### config.mk
export PLATFORM = sky130hd
export DESIGN_NAME = count_event_fifo
export DESIGN_NICKNAME = d
export VERILOG_FILES = /design/src/rtl/count_event_pkg.sv /design/src/rtl/event_sync_fifo.sv /design/src/rtl/count_event_fifo.sv
export SDC_FILE = /design/constraint.sdc
export NUM_CORES = 1
export LEC_CHECK = 0
export BUFFER_PORTS_ARGS = -buffer_cell sky130_fd_sc_hd__buf_2
export CAP_MARGIN = 20
export CELL_PAD_IN_SITES_DETAIL_PLACEMENT = 0
export CELL_PAD_IN_SITES_GLOBAL_PLACEMENT = 2
export CORE_UTILIZATION = 45
export CTS_BUF_LIST = sky130_fd_sc_hd__clkbuf_8 sky130_fd_sc_hd__clkbuf_16
export CTS_CLUSTER_DIAMETER = 100
export DETAILED_ROUTE_END_ITERATION = 10
export PLACE_DENSITY = 0.92
export SETUP_SLACK_MARGIN = 0.1
export SLEW_MARGIN = 5
export SYNTH_ARGS = -nofsm -noshare
export SYNTH_HDL_FRONTEND = slang
export SYNTH_HIERARCHICAL = 1
export SYNTH_SLANG_ARGS = --single-unit
### constraint.sdc
create_clock -name clk -period 7.3 [get_ports clk]
set_input_delay 1.095 -clock clk [delete_from_list [all_inputs] [get_ports clk]]
set_output_delay 1.095 -clock clk [all_outputs]
set_load 0.01 [all_outputs]
### src/rtl/count_event_pkg.sv
// Shared constants for the counter-event FIFO: event codes, FSM states and record width.
// Record width grows by TS_W when COUNT_EVENT_FIFO_TIMESTAMP_EN is defined.
package count_event_pkg;

   localparam logic [1:0] EVT_NONE = 2'b00;
   localparam logic [1:0] EVT_WRAP = 2'b01;
   localparam logic [1:0] EVT_JUMP = 2'b10;

   typedef enum logic {
      ST_INIT  = 1'b0,
      ST_TRACK = 1'b1
   } state_t;

`ifdef COUNT_EVENT_FIFO_TIMESTAMP_EN
   localparam int REC_TS_EN = 1;
`else
   localparam int REC_TS_EN = 0;
`endif

   function automatic int rec_width(input int w, input int ts_w);
      return 2 + 2 * w + REC_TS_EN * ts_w;
   endfunction

endpackage

### src/rtl/event_sync_fifo.sv
// Generic single-clock FIFO with extra-bit pointers; head data is shown combinationally
// and forced to zero while empty. A push into a full FIFO is accepted when a pop coincides.
module event_sync_fifo #(
   parameter int WIDTH = 18,
   parameter int DEPTH = 4
) (
   input  logic             clk,
   input  logic             rst_n,
   input  logic             i_clear,
   input  logic             i_push,
   input  logic [WIDTH-1:0] i_data,
   input  logic             i_pop,
   output logic [WIDTH-1:0] o_data,
   output logic             o_valid,
   output logic             o_push_ok
);

   localparam int AW = $clog2(DEPTH);

   logic [WIDTH-1:0] r_mem [DEPTH];
   logic [AW:0]      r_wr_ptr;
   logic [AW:0]      r_rd_ptr;
   logic             w_empty;
   logic             w_full;
   logic             w_pop_ok;
   logic             w_push_ok;

   assign w_empty   = (r_wr_ptr == r_rd_ptr);
   assign w_full    = (r_wr_ptr[AW] != r_rd_ptr[AW]) &&
                      (r_wr_ptr[AW-1:0] == r_rd_ptr[AW-1:0]);
   assign w_pop_ok  = i_pop && !w_empty;
   assign w_push_ok = i_push && (!w_full || w_pop_ok);

   always_ff @(posedge clk or negedge rst_n) begin
      if (!rst_n) begin
         r_wr_ptr <= '0;
         r_rd_ptr <= '0;
      end else if (i_clear) begin
         r_wr_ptr <= '0;
         r_rd_ptr <= '0;
      end else begin
         if (w_push_ok) r_wr_ptr <= r_wr_ptr + (AW+1)'(1);
         if (w_pop_ok)  r_rd_ptr <= r_rd_ptr + (AW+1)'(1);
      end
   end

   // Storage needs no reset: the output is masked whenever the FIFO is empty.
   always_ff @(posedge clk) begin
      if (w_push_ok && !i_clear) r_mem[r_wr_ptr[AW-1:0]] <= i_data;
   end

   assign o_data    = w_empty ? '0 : r_mem[r_rd_ptr[AW-1:0]];
   assign o_valid   = !w_empty;
   assign o_push_ok = w_push_ok;

endmodule

### src/rtl/count_event_fifo.sv
// Watches a free-running counter, queues WRAP/JUMP records, keeps saturating tallies and
// a sticky overflow flag. COUNT_EVENT_FIFO_TIMESTAMP_EN appends a cycle timestamp to each record.
module count_event_fifo
   import count_event_pkg::*;
#(
   parameter int W     = 8,
   parameter int DEPTH = 4,
   parameter int TS_W  = 16
) (
   input  logic                            clk,
   input  logic                            reset,
   input  logic [W-1:0]                    value,
   input  logic                            clear,
   output logic                            out_valid,
   input  logic                            out_ready,
   output logic [rec_width(W, TS_W)-1:0]   out_data,
   output logic [7:0]                      wrap_cnt,
   output logic [7:0]                      jump_cnt,
   output logic                            overflow
);

   localparam int RW = rec_width(W, TS_W);

   state_t         r_state;
   state_t         w_state_next;
   logic [W-1:0]   r_prev;
   logic [W-1:0]   w_prev_inc;
   logic [1:0]     w_evt;
   logic           w_push;
   logic           w_pop;
   logic           w_push_ok;
   logic [RW-1:0]  w_rec;
   logic [7:0]     r_wrap_cnt;
   logic [7:0]     r_jump_cnt;
   logic           r_overflow;

   always_ff @(posedge clk or negedge reset) begin
      if (!reset) r_state <= ST_INIT;
      else        r_state <= w_state_next;
   end

   always_comb begin
      w_state_next = r_state;
      if (clear) w_state_next = ST_INIT;
      else       w_state_next = ST_TRACK;
   end

   always_ff @(posedge clk or negedge reset) begin
      if (!reset) r_prev <= '0;
      else        r_prev <= value;
   end

   assign w_prev_inc = r_prev + W'(1);

   // Wrap is tested first because FF->00 is also a modular increment.
   always_comb begin
      w_evt = EVT_NONE;
      if (r_state == ST_TRACK) begin
         if (r_prev == '1 && value == '0)                 w_evt = EVT_WRAP;
         else if (value == r_prev || value == w_prev_inc) w_evt = EVT_NONE;
         else                                             w_evt = EVT_JUMP;
      end
   end

   assign w_push = (w_evt != EVT_NONE) && !clear;
   assign w_pop  = out_valid && out_ready;

`ifdef COUNT_EVENT_FIFO_TIMESTAMP_EN
   logic [TS_W-1:0] r_ts;

   always_ff @(posedge clk or negedge reset) begin
      if (!reset)     r_ts <= '0;
      else if (clear) r_ts <= '0;
      else            r_ts <= r_ts + TS_W'(1);
   end

   assign w_rec = {w_evt, r_prev, value, r_ts};
`else
   assign w_rec = {w_evt, r_prev, value};
`endif

   event_sync_fifo #(
      .WIDTH (RW),
      .DEPTH (DEPTH)
   ) u_fifo (
      .clk       (clk),
      .rst_n     (reset),
      .i_clear   (clear),
      .i_push    (w_push),
      .i_data    (w_rec),
      .i_pop     (w_pop),
      .o_data    (out_data),
      .o_valid   (out_valid),
      .o_push_ok (w_push_ok)
   );

   always_ff @(posedge clk or negedge reset) begin
      if (!reset) begin
         r_wrap_cnt <= '0;
         r_jump_cnt <= '0;
         r_overflow <= 1'b0;
      end else if (clear) begin
         r_wrap_cnt <= '0;
         r_jump_cnt <= '0;
         r_overflow <= 1'b0;
      end else begin
         if (w_push_ok && w_evt == EVT_WRAP && r_wrap_cnt != 8'hFF)
            r_wrap_cnt <= r_wrap_cnt + 8'd1;
         if (w_push_ok && w_evt == EVT_JUMP && r_jump_cnt != 8'hFF)
            r_jump_cnt <= r_jump_cnt + 8'd1;
         if (w_push && !w_push_ok)
            r_overflow <= 1'b1;
      end
   end

   assign wrap_cnt = r_wrap_cnt;
   assign jump_cnt = r_jump_cnt;
   assign overflow = r_overflow;

endmodule

==> results.sh, run 1 <==
export IMPL_leakagePower_uw=0.00204
export IMPL_viasPerCell=5.23
export IMPL_synthTopCellsByArea="edfxtp_1 (46%), dfrtp_1 (17%), mux4_2 (8.6%)"
export IMPL_hp_class="register to register"
export IMPL_numCtsBuffers=9
export IMPL_syn2layout_area_growth_pct=11.8
export IMPL_grt_pass1_vias=2748
export IMPL_die_area_um2=10900
export IMPL_worst_setup_path_end_kind="register"
export IMPL_track_usage_pct=17.0
export IMPL_io_buffers=47
export IMPL_ys_seq_area_share_pct=62.6
export IMPL_antenna_found_initial=0
export IMPL_yosysWarnings=6
export IMPL_synth_edff_count=72
export IMPL_clock_fmax_mhz=264
export IMPL_outcome="complete, no violations"
export IMPL_skew_ns=0.0134
export IMPL_maxCapViolations=0
export IMPL_postCtsSetupBuffers=0
export IMPL_fp_row_count=37
export IMPL_synth_area_per_cell_um2=15.1
export IMPL_final_hold_viol_count=0
export IMPL_core_area_um2=10300
export IMPL_stdcell_count=505
export IMPL_p_per_area_nw_per_um2=206
export IMPL_ys_ff_latch=104
export IMPL_place_congestion=0.844
export IMPL_fp_dieW_um=105
export IMPL_slew_headroom_pct=33.0
export IMPL_routed_wl_um=8280
export IMPL_fin_crit_ns=3.79
export IMPL_grt_pass1_wl_um=14200
export IMPL_rsz0062_at_grt="false"
export IMPL_cts_hold_buffers=0
export IMPL_ys_flop_type="edfxtp_1"
export IMPL_via_count=2640
export IMPL_crit_fanout=7
export IMPL_period_share_pct=51.9
export IMPL_ctsHtreeMaxLevel=3
export IMPL_n_fill_cell=898
export IMPL_fin_setup_tns_ns=0
export IMPL_insertion_delay_ns=0.36
export IMPL_arrival_ns=4.02
export IMPL_worst_hold_slack_ns=0.531
export IMPL_nets=384
export IMPL_clk_path_buf_depth=2
export IMPL_synth_top_cell_by_area="edfxtp_1"
export IMPL_syn_area_um2=4730
export IMPL_dr_pass1_iters=4
export IMPL_cts_resized_gates=0
export IMPL_antenna_cells=0
export IMPL_critical_path_required_ns=7.54
export IMPL_cp_slowest_cell="xor2_1"
export IMPL_cpPeakStageDelay_ns=0.38
export IMPL_start_util_pct=46.0
export IMPL_drive_gt1_share_pct=25.7
export IMPL_cts_root_buf="clkbuf_8"
export IMPL_dp_cells=489
export IMPL_report_final_slew_viol_count=0
export IMPL_clkTransAtPathRegs_ns=0.10
export IMPL_worstMarginPinSlew_ns=1.01
export IMPL_setup_violations_final=0
export IMPL_cp_start_kind="input pin"
export IMPL_syn_instance_count=314
export IMPL_path_class="input pin to register"
export IMPL_drtAntennaViolNets=0
export IMPL_die_h_um=105
export IMPL_multi_input_area_um2=1680
export IMPL_grt_max_degree=34
export IMPL_async_flop_share_pct=30.8
export IMPL_path_common_cell="nor2_1"
export IMPL_drc=0
export IMPL_wl_per_cell_um=16.4
export IMPL_cts_tree="done"
export IMPL_synth_top_area_share_pct=45.7
export IMPL_cts_sinks=104
export IMPL_ff2ff_setup_slack_ns=3.59
export IMPL_synth_fp_nets=334
export IMPL_hpwl_um=5430
export IMPL_ff_latch_area_um2=2960
export IMPL_crit_chain="buf_2, xor2_1, or4_1, o211a_1, a21boi_1, nor2_1, nor2_1, inv_1, a41oi_2, o21ai_1, nor3_4, and4_4, nand3_2, xor2_1, nor2_1"
export IMPL_gr_total_overflow=0
export IMPL_pin_count=48
export IMPL_vdd_drop_max_v=0.0000902
export IMPL_synth_cell_types=50
export IMPL_drtIter0Drc=108
placed cells by master (no fill, tap or decap), drive strengths merged, types with 2 or more instances in the layout:
master,instances
nor2b,27
buf,48
and4,2
nand2b,2
clkbuf,9
a31oi,2
nor2,26
nand4,10
mux2i,4
and2,6
xor2,16
nand3,6
edfxtp,72
mux4,18
and3,6
xnor2,8
a41oi,3
nor4b,2
or4,2
mux2,7
clkinv,4
nor3,2
a21oi,7
ha,8
nand2,10
or4bb,2
inv,13
dfrtp,32
a31o,2
power by group:
group	internal, uW	switching [uW]	leakage (uW)
registers	641	8.52	0.00108
logic	36.2	54.5	0.000852
clock network	159	193	0.000103
cells by family after synthesis:
family          synth area share, %
buf+inv                        1.93
xor+xnor                       4.76
flops                          62.6
mux                            11.1
compound gates                 4.10
fa+ha+maj                      2.12
simple gates                   13.4
flip-flops by register name (all words and copies together) (netlist names):
signal           flops
u_fifo/r_rd_ptr      3
u_fifo/r_wr_ptr      3
wrap_cnt             8
jump_cnt             8
overflow             1
r_state              1
u_fifo/r_mem        72
r_prev               8
synthesized netlist by cell type, types with 2 or more instances:
| cell type | count |
|---|---|
| nand4_1 | 10 |
| and3_1 | 6 |
| xnor2_2 | 2 |
| dfrtp_1 | 32 |
| xor2_1 | 16 |
| mux2_2 | 3 |
| clkbuf_1 | 3 |
| and2_1 | 6 |
| a31o_1 | 2 |
| or4_1 | 2 |
| a41oi_1 | 2 |
| nand3_2 | 3 |
| mux2i_1 | 4 |
| nor2b_1 | 27 |
| mux2_1 | 4 |
| nand2b_1 | 2 |
| mux4_2 | 18 |
| xnor2_1 | 6 |
| nand2_1 | 10 |
| buf_2 | 4 |
| or4bb_1 | 2 |
| nand3_1 | 3 |
| nor2_1 | 26 |
| inv_1 | 11 |
| edfxtp_1 | 72 |
| a31oi_1 | 2 |
| ha_1 | 8 |
| a21oi_1 | 6 |
per-stage QoR:
step | setup slack [ns] | utilization [%] | area, um2 | power (uW)
3_5_place_dp | 3.11 | 49.6 | 5090 | 755
2_1_floorplan | 3.78 | - | 4730 | 722
6_report | 3.51 | 51.5 | 5290 | 1090
3_3_place_gp | 3.13 | 49.6 | 5090 | 754
5_1_grt | 3.20 | 51.5 | 5290 | 1140
4_1_cts | 3.49 | 51.5 | 5290 | 1110
path summary, 6_finish.rpt:
kind	start	end	cells after the start
worst max register to register	r_prev[1]$_DFF_PN0_	wrap_cnt[7]$_DFFE_PN0P_	16
worst max-delay path	value[7]	wrap_cnt[7]$_DFFE_PN0P_	15
worst min register to register	overflow$_DFFE_PN0P_	overflow$_DFFE_PN0P_	2
max in group asynchronous	reset	r_prev[5]$_DFF_PN0_	1
min in group asynchronous	reset	wrap_cnt[4]$_DFFE_PN0P_	1
worst min-delay path	overflow$_DFFE_PN0P_	overflow$_DFFE_PN0P_	2
routing by layer:
layer	global-route usage, %	vias up	part of all wire, %
li1	-	1268	-
met1	23.4	1309	47
met2	26.8	53	47
met3	3.49	10	3.9
met4	5.82	0	1.3
met5	0	-	0
worst max-delay path, delay by kind of cell:
| kind | cells | cell delay (ns) |
|---|---|---|
| XOR/XNOR | 2 | 0.51 |
| AND/OR/NAND/NOR | 7 | 1.16 |
| AO/OA/AOI/OAI | 4 | 1.04 |
| buffers and inverters | 2 | 0.23 |
area by class of cell:
cell class	instances	share of cell area, %
Multi-Input combinational cell	190	31.7
Sequential cell	104	56.0
Timing Repair Buffer	48	4.59
Clock inverter	7	1.37
Clock buffer	9	2.34
Inverter	11	0.780
Tap cell	136	3.22
No activity file was read; power rests on OpenSTA's default activity.
==> run 2: changes to the inputs <==
- CORE_UTILIZATION: 45 -> 42
- PLACE_DENSITY: 0.92 -> 0.88
- clock period: 7.3 -> 3.9 ns (I/O delays scaled with it)
==> run 2 against run 1 <==
Effect of this change: sequential share of layout area down 1.3 points; wire length up 7.8%; utilization down 1.7 points; clock skew up 0.0034 ns; global-route usage down 0.11 points; setup slack worse by 3.1 ns; combinational power up 96%; total power up 97%; clock power up 110%; first-iteration DRC count down 3.7%; non-clock buffer count up 12; sequential power up 88%; largest cell class unchanged.
==> results.sh, run 2 (synthesis gave the netlist of run 1 again) <==
export IMPL_leakagePower_uw=0.00212
export IMPL_fp_row_count=38
export IMPL_gr_total_overflow=0
export IMPL_cts_root_buf="clkbuf_8"
export IMPL_crit_fanout=8
export IMPL_grt_max_degree=34
export IMPL_clkTransAtPathRegs_ns=0.10
export IMPL_worst_setup_path_end_kind="register"
export IMPL_maxCapViolations=0
export IMPL_vdd_drop_max_v=0.000220
export IMPL_clk_path_buf_depth=2
export IMPL_drtIter0Drc=104
export IMPL_antenna_cells=0
export IMPL_fin_crit_ns=3.44
export IMPL_dr_pass1_iters=4
export IMPL_viasPerCell=5.18
export IMPL_hp_class="input pin to async pin"
export IMPL_path_class="register to register"
export IMPL_grt_pass1_wl_um=14600
export IMPL_wl_per_cell_um=17.1
export IMPL_r2r_start="r_prev[1]$_DFF_PN0_"
export IMPL_drtAntennaViolNets=0
export IMPL_routed_wl_um=8930
export IMPL_syn2layout_area_growth_pct=14.5
export IMPL_slew_headroom_pct=49.2
export IMPL_grt_pass1_vias=2771
export IMPL_cts_resized_gates=0
export IMPL_skew_ns=0.0168
export IMPL_drc=0
export IMPL_rsz0062_at_grt="false"
export IMPL_cts_hold_buffers=0
export IMPL_fp_dieW_um=108
export IMPL_numCtsBuffers=9
export IMPL_p_per_area_nw_per_um2=397
export IMPL_multi_input_area_um2=1680
export IMPL_p_total_uw=2150
export IMPL_critical_path_required_ns=4.14
export IMPL_die_h_um=108
export IMPL_ff_latch_area_um2=2960
export IMPL_io_buffers=47
export IMPL_r2r_cells=16
export IMPL_antenna_found_initial=0
export IMPL_fin_setup_tns_ns=0
export IMPL_postCtsSetupBuffers=0
export IMPL_final_cell_mix="edfxtp_1 (72), buf_2 (47), dfrtp_1 (32)"
export IMPL_place_congestion=0.822
export IMPL_clock_fmax_mhz=291
export IMPL_pin_count=48
export IMPL_setup_violations_final=0
export IMPL_n_fill_cell=945
export IMPL_largest_reg_flops=72
export IMPL_final_common_cell="edfxtp_1"
export IMPL_ctsHtreeMaxLevel=3
export IMPL_report_final_slew_viol_count=0
export IMPL_arrival_ns=3.68
export IMPL_nets=396
export IMPL_die_area_um2=11700
export IMPL_path_common_cell="nor2_1"
export IMPL_cpPeakStageDelay_ns=0.47
export IMPL_start_util_pct=43.5
export IMPL_outcome="complete, no violations"
export IMPL_ff2ff_setup_slack_ns=0.46
export IMPL_cts_tree="done"
export IMPL_track_usage_pct=16.8
export IMPL_final_hold_viol_count=0
export IMPL_via_count=2697
export IMPL_insertion_delay_ns=0.38
export IMPL_drive_gt1_share_pct=28.3
export IMPL_core_area_um2=10900
export IMPL_worstMarginPinSlew_ns=0.762
export IMPL_cts_sinks=104
export IMPL_cp_start_kind="register"
export IMPL_crit_chain="ha_1, and2b_1, a211oi_1, o31ai_1, nor4b_4, a21boi_1, nor2_1, nor2_1, inv_1, a41oi_2, o21ai_1, nor3_4, and4_4, nand3_2, xor2_1, nor2_1"
export IMPL_hpwl_um=5970
export IMPL_cp_slowest_cell="dfrtp_1"
export IMPL_worst_r2r_endpoint="wrap_cnt[5]$_DFFE_PN0P_"
export IMPL_period_share_pct=88.2
## run 2: cell count changes in the layout (fill, tap and decap cells not counted)
cell,change
clkinv_1,-1
buf_4,+12
clkinv_4,-2
bufinv_16,+1
inv_8,+2
## run 2: power by group
group	internal, uW	switching, uW
registers	1200	15.8
logic	72.1	106
clock network	372	383
total	1640	505
## run 2: worst max-delay path: cells and delay by family, from the launching register on
| family | cells | cell delay, ns |
|---|---|---|
| buf+inv | 1 | 0.09 |
| xor+xnor | 1 | 0.14 |
| fa+ha+maj | 1 | 0.31 |
| simple gates | 8 | 1.32 |
| compound gates | 5 | 0.99 |
| flops | 1 | 0.47 |
## run 2: metal layers
| metal | global-route usage, % | up-vias | share of wire (%) |
|---|---|---|---|
| met3 | 3.74 | 9 | 3.0 |
| met2 | 27.3 | 50 | 49 |
| met4 | 5.77 | 0 | 1.1 |
| met1 | 22.4 | 1339 | 47 |
| met5 | 0 | - | 0 |
| li1 | - | 1299 | - |
## run 2: how the worst max path moves through the flow
stage / end / slack (ns) / start
after detailed placement: jump_cnt[5]$_DFFE_PN0P_ / 0.46 / value[7]
final: wrap_cnt[5]$_DFFE_PN0P_ / 0.46 / r_prev[1]$_DFF_PN0_
after global placement: wrap_cnt[5]$_DFFE_PN0P_ / 0.54 / value[7]
after global routing: wrap_cnt[5]$_DFFE_PN0P_ / 0.11 / r_prev[1]$_DFF_PN0_
after floorplan: wrap_cnt[5]$_DFFE_PN0P_ / 0.76 / r_prev[0]$_DFF_PN0_
after CTS: jump_cnt[5]$_DFFE_PN0P_ / 0.44 / r_prev[0]$_DFF_PN0_
## run 2: area by class of cell
type	instances	area share, %
Inverter	11	0.762
Clock inverter	7	1.92
Timing Repair Buffer	60	6.14
Tap cell	140	3.23
Clock buffer	9	2.29
Multi-Input combinational cell	190	31.0
Sequential cell	104	54.7
## run 2: stage by stage
step           util (%)  setup slack, ns  cell area [um2]  hold slack, ns  instances
4_1_cts            49.8            0.443             5420           0.280        521
2_1_floorplan         -            0.756             4730           0.289        314
3_3_place_gp       47.7            0.535             5190           0.515        505
3_5_place_dp       47.7            0.458             5190           0.518        505
6_report           49.8            0.459             5420           0.279        521
5_1_grt            49.8            0.110             5420           0.309        521
==> run 3: changes to the inputs <==
- clock period: 3.9 -> 3.3 ns (I/O delays scaled with it)
==> run 3 against run 2 <==
Effect of this change: utilization increased by 0.40 points; wire length rose by 0.50%; sequential power increased by 18%; via count grew 4.0%; design area up 0.81%; combinational power increased by 24%; maximum frequency grew 16%; non-clock buffer count rose by 5; sequential share of layout area decreased by 0.42 points.
==> results.sh, run 3 (synthesis gave the netlist of run 1 again) <==
export IMPL_die_area_um2=11700
export IMPL_viasPerCell=5.33
export IMPL_crit_fanout=13
export IMPL_syn2layout_area_growth_pct=15.4
export IMPL_period_share_pct=89.7
export IMPL_numCtsBuffers=9
export IMPL_p_comb_share_pct=9.2
export IMPL_fp_dieW_um=108
export IMPL_hpwl_um=6100
export IMPL_ff2ff_setup_slack_ns=0.34
export IMPL_p_sw_share_pct=25.0
export IMPL_final_common_cell="edfxtp_1"
export IMPL_r2r_start="r_prev[1]$_DFF_PN0_"
export IMPL_cts_tree="done"
export IMPL_arrival_ns=3.04
export IMPL_r2r_cells=12
export IMPL_stdcell_count=526
export IMPL_track_usage_pct=16.8
export IMPL_worstMarginPinSlew_ns=0.779
export IMPL_critical_path_required_ns=3.38
export IMPL_hp_class="input pin to async pin"
export IMPL_wl_per_cell_um=17.1
export IMPL_core_area_um2=10900
export IMPL_cts_root_buf="clkbuf_8"
export IMPL_grt_max_degree=33
export IMPL_clock_fmax_mhz=338
export IMPL_seq_power_share_pct=60.1
export IMPL_final_hold_viol_count=0
export IMPL_fin_crit_ns=2.96
export IMPL_place_congestion=0.765
export IMPL_leakagePower_uw=0.00212
export IMPL_rsz0062_at_grt="false"
export IMPL_p_int_uw=1790
export IMPL_drtIter0Drc=126
export IMPL_die_h_um=108
export IMPL_pin_count=48
export IMPL_setup_violations_final=0
export IMPL_path_class="register to register"
export IMPL_p_clk_share_pct=30.7
export IMPL_via_count=2804
export IMPL_outcome="complete, no violations"
export IMPL_report_final_slew_viol_count=0
export IMPL_ctsHtreeMaxLevel=3
export IMPL_dp_cells=506
export IMPL_start_util_pct=43.5
export IMPL_power_switching_uw=596
export IMPL_drtAntennaViolNets=0
export IMPL_maxCapViolations=0
export IMPL_io_buffers=47
export IMPL_fp_row_count=38
export IMPL_cp_start_kind="register"
export IMPL_fin_setup_tns_ns=0
export IMPL_p_per_area_nw_per_um2=437
export IMPL_worst_r2r_endpoint="u_fifo/r_mem[1][5]$_DFFE_PP_"
export IMPL_cts_sinks=104
export IMPL_routed_wl_um=8980
export IMPL_gr_total_overflow=0
export IMPL_clk_path_buf_depth=2
export IMPL_finish_utilization_pct=50.2
export IMPL_grt_pass1_vias=2804
export IMPL_skew_ns=0.0169
export IMPL_slew_headroom_pct=48.1
export IMPL_drc=0
export IMPL_final_cell_mix="edfxtp_1 (72), buf_2 (47), dfrtp_1 (31)"
export IMPL_insertion_delay_ns=0.38
export IMPL_antenna_cells=0
export IMPL_clkTransAtPathRegs_ns=0.11
export IMPL_antenna_found_initial=0
export IMPL_worst_setup_path_end_kind="register"
export IMPL_nets=401
export IMPL_dr_pass1_iters=4
export IMPL_largest_reg_flops=72
export IMPL_vdd_drop_max_v=0.000240
export IMPL_grt_pass1_wl_um=14500
export IMPL_drive_gt1_share_pct=30.1
export IMPL_p_total_uw=2390
export IMPL_n_fill_cell=927
[run 3: cell type report]
cell class	instances	area, um2	share of cell area [%]
Clock inverter	7	56.3	1.03
Timing Repair Buffer	65	408	7.47
Tap cell	140	175	3.21
Sequential cell	104	2960	54.3
Inverter	11	41.3	0.756
Clock buffer	9	124	2.27
Multi-Input combinational cell	190	1690	31.0
[run 3: how the worst max path moves through the flow]
| stage | start | end | slack [ns] |
|---|---|---|---|
| finish | r_prev[1]$_DFF_PN0_ | u_fifo/r_mem[1][5]$_DFFE_PP_ | 0.34 |
| global route | r_prev[1]$_DFF_PN0_ | wrap_cnt[5]$_DFFE_PN0P_ | 0.11 |
| CTS | r_prev[0]$_DFF_PN0_ | jump_cnt[6]$_DFFE_PN0P_ | 0.15 |
| detailed placement | value[7] | jump_cnt[6]$_DFFE_PN0P_ | 0.09 |
| global placement | value[7] | jump_cnt[5]$_DFFE_PN0P_ | 0.15 |
| floorplan | r_prev[0]$_DFF_PN0_ | wrap_cnt[5]$_DFFE_PN0P_ | 0.16 |
[run 3: critical path, stage by stage, from the launching register on]
cell	delay, ns
dfrtp_1	0.43
ha_4	0.19
nor2b_1	0.15
a211oi_1	0.24
o31ai_1	0.10
nor4b_4	0.15
a21boi_1	0.21
nor2_1	0.08
nor2_2	0.12
nand2b_1	0.07
a41oi_1	0.28
and2_1	0.45
buf_12	0.21
[run 3: metal layers]
layer / global-route usage, % / wire [um]
met5: 0 / 0
met4: 5.28 / 112
met1: 21.5 / 3960
met2: 28.5 / 4490
met3: 3.50 / 409
[run 3: power groups by stage]
stage | logic, uW | registers [uW] | clock network [uW]
after floorplan | 135 | 1460 | 0
after global placement | 219 | 1460 | 0
after detailed placement | 222 | 1460 | 0
after CTS | 223 | 1440 | 756
after global routing | 246 | 1440 | 804
final | 220 | 1440 | 734
[run 3: per-stage QoR]
step	area (um2)	hold WS (ns)	setup WS, ns
6_report	5460	0.185	0.340
5_1_grt	5460	0.234	0.111
4_1_cts	5420	0.207	0.146
3_5_place_dp	5240	0.530	0.0929
3_3_place_gp	5240	0.516	0.149
2_1_floorplan	4730	0.199	0.156
[run 3: what timing repair did]
action,CTS,global route
resized for setup,0,4
hold buffers,0,0
buffers inserted,0,4
endpoints found under the setup margin,0,34
